==> config.mk <==
export PLATFORM = sky130hd
export DESIGN_NAME = alu_arbiter
export DESIGN_NICKNAME = d
export VERILOG_FILES = /design/src/rtl/alu_arbiter.sv
export SDC_FILE = /design/constraint.sdc
export NUM_CORES = 1
export LEC_CHECK = 0
export CAP_MARGIN = 20
export CORE_MARGIN = 8
export CORE_UTILIZATION = 32
export CTS_CLUSTER_SIZE = 10
export DETAILED_ROUTE_END_ITERATION = 16
export PLACE_DENSITY = 0.8
export SYNTH_ARGS = -nofsm -noshare
export SYNTH_HDL_FRONTEND = slang
export SYNTH_SLANG_ARGS = --single-unit
==> constraint.sdc <==
create_clock -name clk -period 2.3 [get_ports clk]
set_input_delay 0.575 -clock clk [delete_from_list [all_inputs] [get_ports clk]]
set_output_delay 0.575 -clock clk [all_outputs]
set_load 0.05 [all_outputs]
==> src/rtl/alu_arbiter.sv <==
// rtl/alu_arbiter.sv - round-robin arbiter sharing one combinational ALU between two requesters
//
// Purpose:
//   Port 0 (execute stage) and port 1 (address-generation / auxiliary unit)
//   share a single combinational ALU. One request is granted per cycle, and
//   the granted operands drive the ALU. The ALU result is registered into a
//   one-entry response slot per port and is visible one cycle after acceptance.
//
// Ports:
//   clk, rst                       clock (rising edge), synchronous active-high reset
//   reqN_valid/ready               request handshake, N = 0/1
//   reqN_op/a/b                    ALU select and operands for port N
//   rspN_valid/ready/data          response handshake and registered result
//   alu_sel/alu_a/alu_b            drive to the shared ALU
//   alu_result                     combinational result from the shared ALU

module alu_arbiter #(
  parameter int         DATAW   = 32,
  parameter logic [3:0] NOP_SEL = 4'd10
) (
  input  logic             clk,
  input  logic             rst,
  input  logic             req0_valid,
  output logic             req0_ready,
  input  logic [3:0]       req0_op,
  input  logic [DATAW-1:0] req0_a,
  input  logic [DATAW-1:0] req0_b,
  output logic             rsp0_valid,
  input  logic             rsp0_ready,
  output logic [DATAW-1:0] rsp0_data,
  input  logic             req1_valid,
  output logic             req1_ready,
  input  logic [3:0]       req1_op,
  input  logic [DATAW-1:0] req1_a,
  input  logic [DATAW-1:0] req1_b,
  output logic             rsp1_valid,
  input  logic             rsp1_ready,
  output logic [DATAW-1:0] rsp1_data,
  output logic [3:0]       alu_sel,
  output logic [DATAW-1:0] alu_a,
  output logic [DATAW-1:0] alu_b,
  input  logic [DATAW-1:0] alu_result
);

  logic             r_rsp0_valid;
  logic             r_rsp1_valid;
  logic [DATAW-1:0] r_rsp0_data;
  logic [DATAW-1:0] r_rsp1_data;
  // Port that won the most recent grant; reset to 1 so port 0 wins first.
  logic             r_last_grant;

  logic w_free0;
  logic w_free1;
  logic w_elig0;
  logic w_elig1;
  logic w_grant0;
  logic w_grant1;

  // A slot can be refilled in the same cycle it is drained.
  assign w_free0 = !r_rsp0_valid || rsp0_ready;
  assign w_free1 = !r_rsp1_valid || rsp1_ready;
  assign w_elig0 = req0_valid && w_free0;
  assign w_elig1 = req1_valid && w_free1;

  // Under contention the port that did not win last time is granted.
  assign w_grant0 = w_elig0 && (!w_elig1 || r_last_grant);
  assign w_grant1 = w_elig1 && (!w_elig0 || !r_last_grant);

  assign req0_ready = w_grant0;
  assign req1_ready = w_grant1;

  always_comb begin
    alu_sel = NOP_SEL;
    alu_a   = '0;
    alu_b   = '0;
    if (w_grant0) begin
      alu_sel = req0_op;
      alu_a   = req0_a;
      alu_b   = req0_b;
    end else if (w_grant1) begin
      alu_sel = req1_op;
      alu_a   = req1_a;
      alu_b   = req1_b;
    end
  end

  always_ff @(posedge clk) begin
    if (rst) begin
      r_rsp0_valid <= 1'b0;
      r_rsp1_valid <= 1'b0;
      r_rsp0_data  <= '0;
      r_rsp1_data  <= '0;
      r_last_grant <= 1'b1;
    end else begin
      if (w_grant0) begin
        r_rsp0_data  <= alu_result;
        r_rsp0_valid <= 1'b1;
      end else if (r_rsp0_valid && rsp0_ready) begin
        r_rsp0_valid <= 1'b0;
      end

      if (w_grant1) begin
        r_rsp1_data  <= alu_result;
        r_rsp1_valid <= 1'b1;
      end else if (r_rsp1_valid && rsp1_ready) begin
        r_rsp1_valid <= 1'b0;
      end

      // Idle cycles leave the round-robin pointer untouched.
      if (w_grant0) begin
        r_last_grant <= 1'b0;
      end else if (w_grant1) begin
        r_last_grant <= 1'b1;
      end
    end
  end

  assign rsp0_valid = r_rsp0_valid;
  assign rsp1_valid = r_rsp1_valid;
  assign rsp0_data  = r_rsp0_data;
  assign rsp1_data  = r_rsp1_data;

endmodule

# Word-level counts from Yosys, hierarchy flattened
# Cells that the tools add are included.
[word_totals] mem_count=0 wordCells=35 regBits=67 mem_bits_ro=0 latch_bits=0 input_bits=174 ramBits=0 out_inout_bits=136
[classes] n_addsub=0 n_div=0 n_lt_le_gt_ge=0 n_mul=0 n_eq_ne=0 n_reduce_logical=18 mux=12 n_shift=0 bitwise=0
[op_table] op="$mux W32" count=4
[op_table] op="$mux W4" count=2
[op_table] op="$logic_and A1 B1 Y1" count=6
[op_table] op="$mux W1" count=6
[op_table] op="$reduce_bool A2 Y1" count=3
[op_table] op="$logic_not A1 Y1" count=5
[op_table] op="$logic_or A1 B1 Y1" count=4

# Longest topological paths before layout
# Gate-level depths: netlist (run 1).
[depth] ltp_word=8 mapped_depth=7

# Worst setup path before layout (run 1)
# Ideal clock, no wire load.
[synth_timing] kind="register -> output" start="reg r_rsp1_valid, in the netlist rsp1_valid" end="out alu_sel[0]" path_stages_with_launch=8 setup_slack_ns=-0.254 t_arrival_ns=1.979 n_path_buf=3 path_cell_list="dfxtp_1 -> nor2b_1 -> o211ai_2 -> buf_6 -> inv_2 -> buf_6 -> buf_6 -> a22o_1"
[synth_between] elab_chain_cells=7
[synth_lines] element="start, declared" line="46" source="logic r_rsp1_valid;"
[synth_lines] element="start signal, assigned" line="90" source="r_rsp1_valid <= 1'b0;"
[synth_lines] element="start signal, assigned" line="104" source="r_rsp1_valid <= 1'b1;"
[synth_lines] element="start signal, assigned" line="106" source="r_rsp1_valid <= 1'b0;"
[synth_lines] element="$logic_not A1 Y1" line="61" source="assign w_free1 = !r_rsp1_valid || rsp1_ready;"
[synth_lines] element="$logic_or A1 B1 Y1" line="61"
[synth_lines] element="$logic_and A1 B1 Y1" line="63" source="assign w_elig1 = req1_valid && w_free1;"
[synth_lines] element="$logic_not A1 Y1" line="66" source="assign w_grant0 = w_elig0 && (!w_elig1 || r_last_grant);"
[synth_lines] element="$logic_or A1 B1 Y1" line="66"
[synth_lines] element="$logic_and A1 B1 Y1" line="66"
[synth_lines] element="net req0_ready" line="24" source="output logic req0_ready,"
[synth_lines] element="$mux W4" line="76" source="if (w_grant0) begin"
[synth_lines] element="end, declared" line="39" source="output logic [3:0] alu_sel,"
# The timed path passes the listed nets, and every way through them passes these cells.

# Final worst setup path (run 1)
[layout_timing] start="reg r_last_grant" end="out alu_b[28]"
[layout_between] elab_chain_cells=5
[layout_lines] element="start, declared" line="50" source="logic r_last_grant;"
[layout_lines] element="start signal, assigned" line="93" source="r_last_grant <= 1'b1;"
[layout_lines] element="start signal, assigned" line="111" source="r_last_grant <= 1'b0;"
[layout_lines] element="start signal, assigned" line="113" source="r_last_grant <= 1'b1;"
[layout_lines] element="$logic_not A1 Y1" line="67" source="assign w_grant1 = w_elig1 && (!w_elig0 || !r_last_grant);"
[layout_lines] element="$logic_or A1 B1 Y1" line="67"
[layout_lines] element="$logic_and A1 B1 Y1" line="67"
[layout_lines] element="$mux W32" line="80" source="end else if (w_grant1) begin"
[layout_lines] element="$mux W32 (*)" line="76"
[layout_lines] element="end, declared" line="41" source="output logic [DATAW-1:0] alu_b,"
# Mark *: on every way between the ends. The rest lies on a longest branch, timed or not.

==> impl_metrics.env, run 1 <==
export IMPL_path_clk_slew_ps=70
export IMPL_internal_power_w=0.00296
export IMPL_clk_latency_ps=340
export IMPL_startpoint="r_last_grant"
export IMPL_synth_top_family_by_area="compound AO/OA/AOI/OAI gates"
export IMPL_reg2reg_slack_ps=530
export IMPL_grt_max_degree=53
export IMPL_root_buffer="clkbuf_8"
export IMPL_finClkSkew_ps=1.81
export IMPL_drc_errors=0
export IMPL_peakVddDrop_mv=0.465
export IMPL_power_frac_clock_pct=19.7
export IMPL_vias_per_cell=5.19
export IMPL_synth_xor_area_share_pct=0
export IMPL_rsz0062_at_grt="yes"
export IMPL_hpwl_um=13900
export IMPL_r2r_start="r_last_grant"
export IMPL_cts_hold_repair_buffers=0
export IMPL_antenna_found_initial=4
export IMPL_multiInputGateArea_um2=2480
export IMPL_combPwrFrac_pct=53.2
export IMPL_fp_coreArea_um2=10800
export IMPL_nets=847
export IMPL_htree_levels=3
export IMPL_p_switching_w=0.00179
export IMPL_num_io_pins=310
export IMPL_leakage_nw=3.52
export IMPL_wl_um=21900
export IMPL_drv_cap=0
export IMPL_grt_pass1_vias=4477
export IMPL_arrival_ps=1890
export IMPL_synthAdderAreaFrac_pct=0
export IMPL_cts_tree="built"
export IMPL_power_density_nw_per_um2=570
export IMPL_min_period_over_period_pct=107
export IMPL_gp_congestion=0.926
export IMPL_setup_violations=68
export IMPL_r2r_end="rsp0_data[17]"
export IMPL_finalHoldViolCount=0
export IMPL_hp_class="register to register"
export IMPL_tightest_slew_ps=572
export IMPL_die_h_um=121
export IMPL_die_w_um=121
export IMPL_report_final_slew_viol_count=0
export IMPL_cp_data_required_time_ps=1730
export IMPL_port_buffers=309
export IMPL_finalCriticalPeriod_ps=2460
export IMPL_path_class="register to output port"
export IMPL_area_sequential_um2=1350
export IMPL_seq_area_frac_synth_pct=38.1
export IMPL_yosysTopAreaCell="dfxtp_1"
export IMPL_startpoint_type="register"
export IMPL_cp_slowest_cell="dfxtp_2"
export IMPL_swShare_pct=37.7
export IMPL_synth_fp_nets=519
export IMPL_grt_first_pass_wirelength_um=28600
export IMPL_hold_depth=2
export IMPL_clock_sinks=67
export IMPL_fmax_ghz=0.406
export IMPL_postRouteAntennaNets=0
export IMPL_yosysWarnings=0
export IMPL_gr_usage_all_layers_pct=26.0
export IMPL_failed_checks="setup timing"
export IMPL_dieArea_um2=14600
export IMPL_numCtsBuffers=9
export IMPL_drt_iter0_drc=221
export IMPL_critPathTopFamily="buffers and inverters"
export IMPL_cp_cell_sequence="nand2b_4 -> o211ai_4 -> inv_4 -> bufbuf_16 -> a22o_2 -> buf_6"
export IMPL_syn_area_um2=3520
export IMPL_seqPwrFrac_pct=27.1
export IMPL_firstDrtPassIters=4
export IMPL_fin_setup_tns_ps=-6570
export IMPL_fill_cells=664
export IMPL_setup_ws_ps=-160
export IMPL_synth_area_mux_share_pct=18.2
export IMPL_cts_buffer_depth=2
export IMPL_crit_buf_inv=3
export IMPL_syn_to_final_growth_pct=137
export IMPL_ff2ff_path_depth=7
export IMPL_ys_types=17
export IMPL_synthSimpleGateAreaFrac_pct=18.1
export IMPL_synth_top_cell_area_share_pct=38.1
export IMPL_place_worst_setup_slack_ps=-411
export IMPL_outcome="finished, violations left"
export IMPL_gr_total_overflow=0
export IMPL_num_vias=4273
export IMPL_start_util_pct=32.6
export IMPL_syn_inst=345
export IMPL_ys_seq_elements=67
export IMPL_drive_above_1_share_pct=30.5
export IMPL_path_max_fanout=12
export IMPL_ys_top_cells_by_area="dfxtp_1, mux2i_1, nand2b_1"
export IMPL_setup_worst_path_end_class="output port"
export IMPL_wire_per_inst_um=26.6
export IMPL_cp_depth=6
export IMPL_cpPeakStageDelay_ps=330
export IMPL_maxSlewHeadroom_pct=61.7
export IMPL_synth_compound_area_share_pct=18.5
export IMPL_avgSynthCellArea_um2=10.2
export IMPL_cp_endpoint="alu_b[28]"
export IMPL_row_count=38
[layer usage]
metal / GRT usage, % / up-vias / part of all wire, %
li1: - / 1893 / -
met1: 26.0 / 2084 / 35
met2: 47.6 / 231 / 51
met3: 7.86 / 65 / 8.5
met4: 13.7 / 0 / 5.6
met5: 0 / - / 0
[area by class of cell]
| type | instances | share of cell area [%] |
|---|---|---|
| multi-input cells | 243 | 29.7 |
| inverters | 2 | 0.180 |
| repair buffers | 350 | 49.5 |
| well taps | 140 | 2.10 |
| flip-flops and latches | 67 | 16.1 |
| clock buffers | 15 | 2.23 |
| clock inverters | 1 | 0.0600 |
| diodes | 5 | 0.150 |
[worst register-to-register path, cell delays in order (launching register included)]
cell,delay (ps)
dfxtp_2,330
nand2b_4,150
o211ai_4,220
buf_4,150
buf_4,100
buf_4,110
buf_4,380
mux2i_1,270
[power by group through the flow]
stage	Sequential (W)	Clock, W	Combinational (W)
CTS	0.00129	0.000973	0.00232
global placement	0.00131	0	0.00197
detailed placement	0.00131	0	0.00199
finish	0.00129	0.000935	0.00253
global route	0.00130	0.00102	0.00260
floorplan	0.00159	0	0.000885
[state kept, by name (all words and copies together), names as in the netlist]
| name | cells |
|---|---|
| rsp0_valid | 1 |
| r_last_grant | 1 |
| rsp0_data | 32 |
| rsp1_data | 32 |
| rsp1_valid | 1 |
[worst min-delay path by stage]
stage                             start       endpoint  slack [ps]
final                     rsp1_data[13]  rsp1_data[13]         470
after global routing      rsp1_data[25]  rsp1_data[25]         490
after CTS                 rsp1_data[27]  rsp1_data[27]         480
after detailed placement  rsp1_data[11]  rsp1_data[11]         470
after global placement    rsp1_data[17]  rsp1_data[17]         460
after floorplan            r_last_grant   r_last_grant         480
[synth_stat cells]
library cell / number
a21oi_1: 3
a22o_1: 66
buf_2: 4
buf_4: 6
buf_6: 12
clkbuf_1: 11
dfxtp_1: 67
inv_2: 2
mux2i_1: 64
nand2_1: 1
nand2b_1: 99
nor2_1: 1
nor2b_1: 2
o211ai_2: 2
o21ai_0: 2
o21bai_1: 1
o22a_1: 2
[stage by stage]
| stage | hold WS [ps] | total power, W | area [um^2] | cells | util, % |
|---|---|---|---|---|---|
| after global placement | 458 | 0.00328 | 6810 | 777 | 63.1 |
| after detailed placement | 467 | 0.00330 | 6810 | 777 | 63.1 |
| after global routing | 493 | 0.00492 | 8340 | 822 | 77.3 |
| after CTS | 479 | 0.00458 | 7880 | 812 | 73.0 |
| final | 474 | 0.00475 | 8340 | 823 | 77.3 |
| after floorplan | 479 | 0.00248 | 3590 | 345 | - |
[cells by family after synthesis]
family / Yosys count
AO/OA/AOI/OAI: 76
buffers and inverters: 35
flip-flops: 67
multiplexers: 64
AND/OR/NAND/NOR: 103
[cell usage in the layout, fill, tap and decap left out, types with 2 or more instances in the layout]
cell type,n
clkdlybuf4s50_1,233
nand2b_1,96
mux2i_1,64
dfxtp_1,64
a22o_4,55
buf_8,42
buf_12,29
buf_4,21
clkbuf_8,13
buf_6,9
a22o_2,8
buf_16,7
diode_2,5
buf_2,5
nand2b_4,3
a22o_1,3
a21oi_1,3
clkbuf_16,3
dfxtp_2,3
o211ai_4,2
o22a_1,2
o21ai_0,2
clkbuf_1,2
[repair_timing]
item,in CTS,in global routing
pin swaps,14,29
gates cloned,8,4
setup endpoints to repair,70,66
endpoints found under the hold margin,0,0
setup buffers,12,3
gates resized for setup,142,63
Note: power is estimated with default switching activity, not from simulation.
==> run 2: changes to the inputs <==
--- a/config.mk
+++ b/config.mk
@@ -10,6 +10,7 @@
 export CORE_UTILIZATION = 32
 export CTS_CLUSTER_SIZE = 10
 export DETAILED_ROUTE_END_ITERATION = 16
+export HOLD_SLACK_MARGIN = 0.03
 export PLACE_DENSITY = 0.8
 export SYNTH_ARGS = -nofsm -noshare
 export SYNTH_HDL_FRONTEND = slang
==> results of run 2 <==
The final DEF is identical to that of run 1; final timing and power are the same.
==> run 3: changes to the inputs <==
==> constraint.sdc (replaced) <==
create_clock -name clk -period 2.3 [get_ports clk]
set_input_delay 0.345 -clock clk [delete_from_list [all_inputs] [get_ports clk]]
set_output_delay 0.345 -clock clk [all_outputs]
set_load 0.05 [all_outputs]
==> run 3 against run 2 <==
The run now ends clean. Total power is 13% lower. Sequential share of layout area is 3.5 points higher. Worst setup slack better by 220 ps. Via count is 8.0% lower. Final cell count is 3.3% lower. Combinational power is 24% lower. Sequential cell count stayed put. Critical path depth is 1 higher. Non-clock buffer count is 26 lower. Clock skew is 1.4 ps higher. Design area is 18% lower. Fmax is 9.7% higher. Largest cell class unchanged. Largest power group unchanged.
==> impl_metrics.env, run 3 (synthesis gave the netlist of run 1 again) <==
export IMPL_die_w_um=121
export IMPL_report_final_slew_viol_count=0
export IMPL_maxSlewHeadroom_pct=57.2
export IMPL_dp_cells=775
export IMPL_drc_errors=0
export IMPL_wire_per_inst_um=22.1
export IMPL_final_cells=796
export IMPL_post_cts_buffers=0
export IMPL_final_common_cell="clkdlybuf4s50_1"
export IMPL_fmax_ghz=0.446
export IMPL_die_h_um=121
export IMPL_antenna_found_initial=3
export IMPL_hold_slack_ps=471
export IMPL_path_clk_slew_ps=60
export IMPL_leakage_nw=2.87
export IMPL_postRouteAntennaNets=0
export IMPL_hpwl_um=14500
export IMPL_arrival_ps=1900
export IMPL_dieArea_um2=14600
export IMPL_finClkSkew_ps=3.23
export IMPL_htree_levels=3
export IMPL_startpoint_type="input pin"
export IMPL_outcome="finished, final reports clean"
export IMPL_cts_buffer_depth=2
export IMPL_path_class="input pin to output port"
export IMPL_setup_violations=0
export IMPL_start_util_pct=32.6
export IMPL_tightest_slew_ps=642
export IMPL_gr_total_overflow=0
export IMPL_row_count=38
export IMPL_num_io_pins=310
export IMPL_fin_setup_tns_ps=0
export IMPL_grt_first_pass_wirelength_um=25100
export IMPL_cp_data_required_time_ps=1960
export IMPL_cts_tree="built"
export IMPL_rsz0062_at_grt="no"
export IMPL_peakVddDrop_mv=0.461
export IMPL_nets=821
export IMPL_clock_sinks=67
export IMPL_path_max_fanout=44
export IMPL_grt_pass1_vias=4059
export IMPL_gr_usage_all_layers_pct=22.8
export IMPL_port_buffers=309
export IMPL_grt_max_degree=57
export IMPL_power_density_nw_per_um2=607
export IMPL_fin_area_um2=6840
export IMPL_min_period_over_period_pct=97.5
export IMPL_setup_worst_path_end_class="output port"
export IMPL_root_buffer="clkbuf_8"
export IMPL_final_cell_mix="clkdlybuf4s50_1, nand2b_1, buf_4, dfxtp_1"
export IMPL_fill_cells=939
export IMPL_drt_iter0_drc=212
export IMPL_firstDrtPassIters=4
export IMPL_finalHoldViolCount=0
export IMPL_num_vias=3931
export IMPL_syn_to_final_growth_pct=94.1
export IMPL_clk_latency_ps=340
export IMPL_drv_cap=0
export IMPL_numCtsBuffers=9
export IMPL_finalCriticalPeriod_ps=2240
export IMPL_vias_per_cell=4.94
export IMPL_hp_class="register to register"
export IMPL_fp_coreArea_um2=10800
export IMPL_drive_above_1_share_pct=16.4
export IMPL_wl_um=17600
export IMPL_place_area_um2=6600
export IMPL_gp_congestion=1.01
## run 3: critical path, stage by stage
cell and delay [ps]:
clkdlybuf4s50_1 480, nand2b_1 120, o211ai_4 200, inv_2 90, buf_12 180, a22o_2 280
buf_4 190
## run 3: repair_timing
item | in CTS | in global routing
hold buffers | 0 | 0
endpoints found under the setup margin | 0 | 63
resized for setup | 0 | 4
## run 3: path summary, 6_finish.rpt
kind | start | to | slack [ps] | cells after the start
worst max-delay path | req1_valid | alu_sel[0] | 60 | 7
worst min-delay path | rsp0_data[28] | rsp0_data[28] | 470 | 2
worst max register to register | r_last_grant | rsp0_data[13] | 610 | 5
worst min register to register | rsp0_data[28] | rsp0_data[28] | 470 | 2
## run 3: final cells by class
type | count | area, um^2 | area share (%)
Antenna cell | 4 | 10.0 | 0.146
Clock buffer | 15 | 186 | 2.73
Clock inverter | 1 | 5.00 | 0.0732
Inverter | 2 | 10.0 | 0.146
Multi-Input combinational cell | 243 | 1950 | 28.5
Sequential cell | 67 | 1340 | 19.6
Tap cell | 140 | 175 | 2.56
Timing Repair Buffer | 324 | 3160 | 46.3
## run 3: metal layers
| metal | routed length [um] | track usage [%] |
|---|---|---|
| met2 | 8790 | 39.5 |
| met5 | 0 | 0 |
| met4 | 719 | 11.6 |
| met1 | 6390 | 24.0 |
| met3 | 1700 | 7.96 |
## run 3: where the power goes
group / internal [W] / leakage, nW / switching (W)
sequential: 0.00124 / 0.551 / 0.0000452
combinational: 0.000801 / 2.22 / 0.00112
clock: 0.000509 / 0.0998 / 0.000424
## run 3: through the flow
| step | utilization [%] | setup slack [ps] | power [W] |
|---|---|---|---|
| after global placement | 61.2 | 84.3 | 0.00321 |
| after floorplan | - | 14.9 | 0.00245 |
| after CTS | 62.9 | 12.1 | 0.00418 |
| after detailed placement | 61.2 | 14.1 | 0.00323 |
| final | 63.4 | 57.8 | 0.00415 |
| after global routing | 63.3 | 6.75 | 0.00431 |
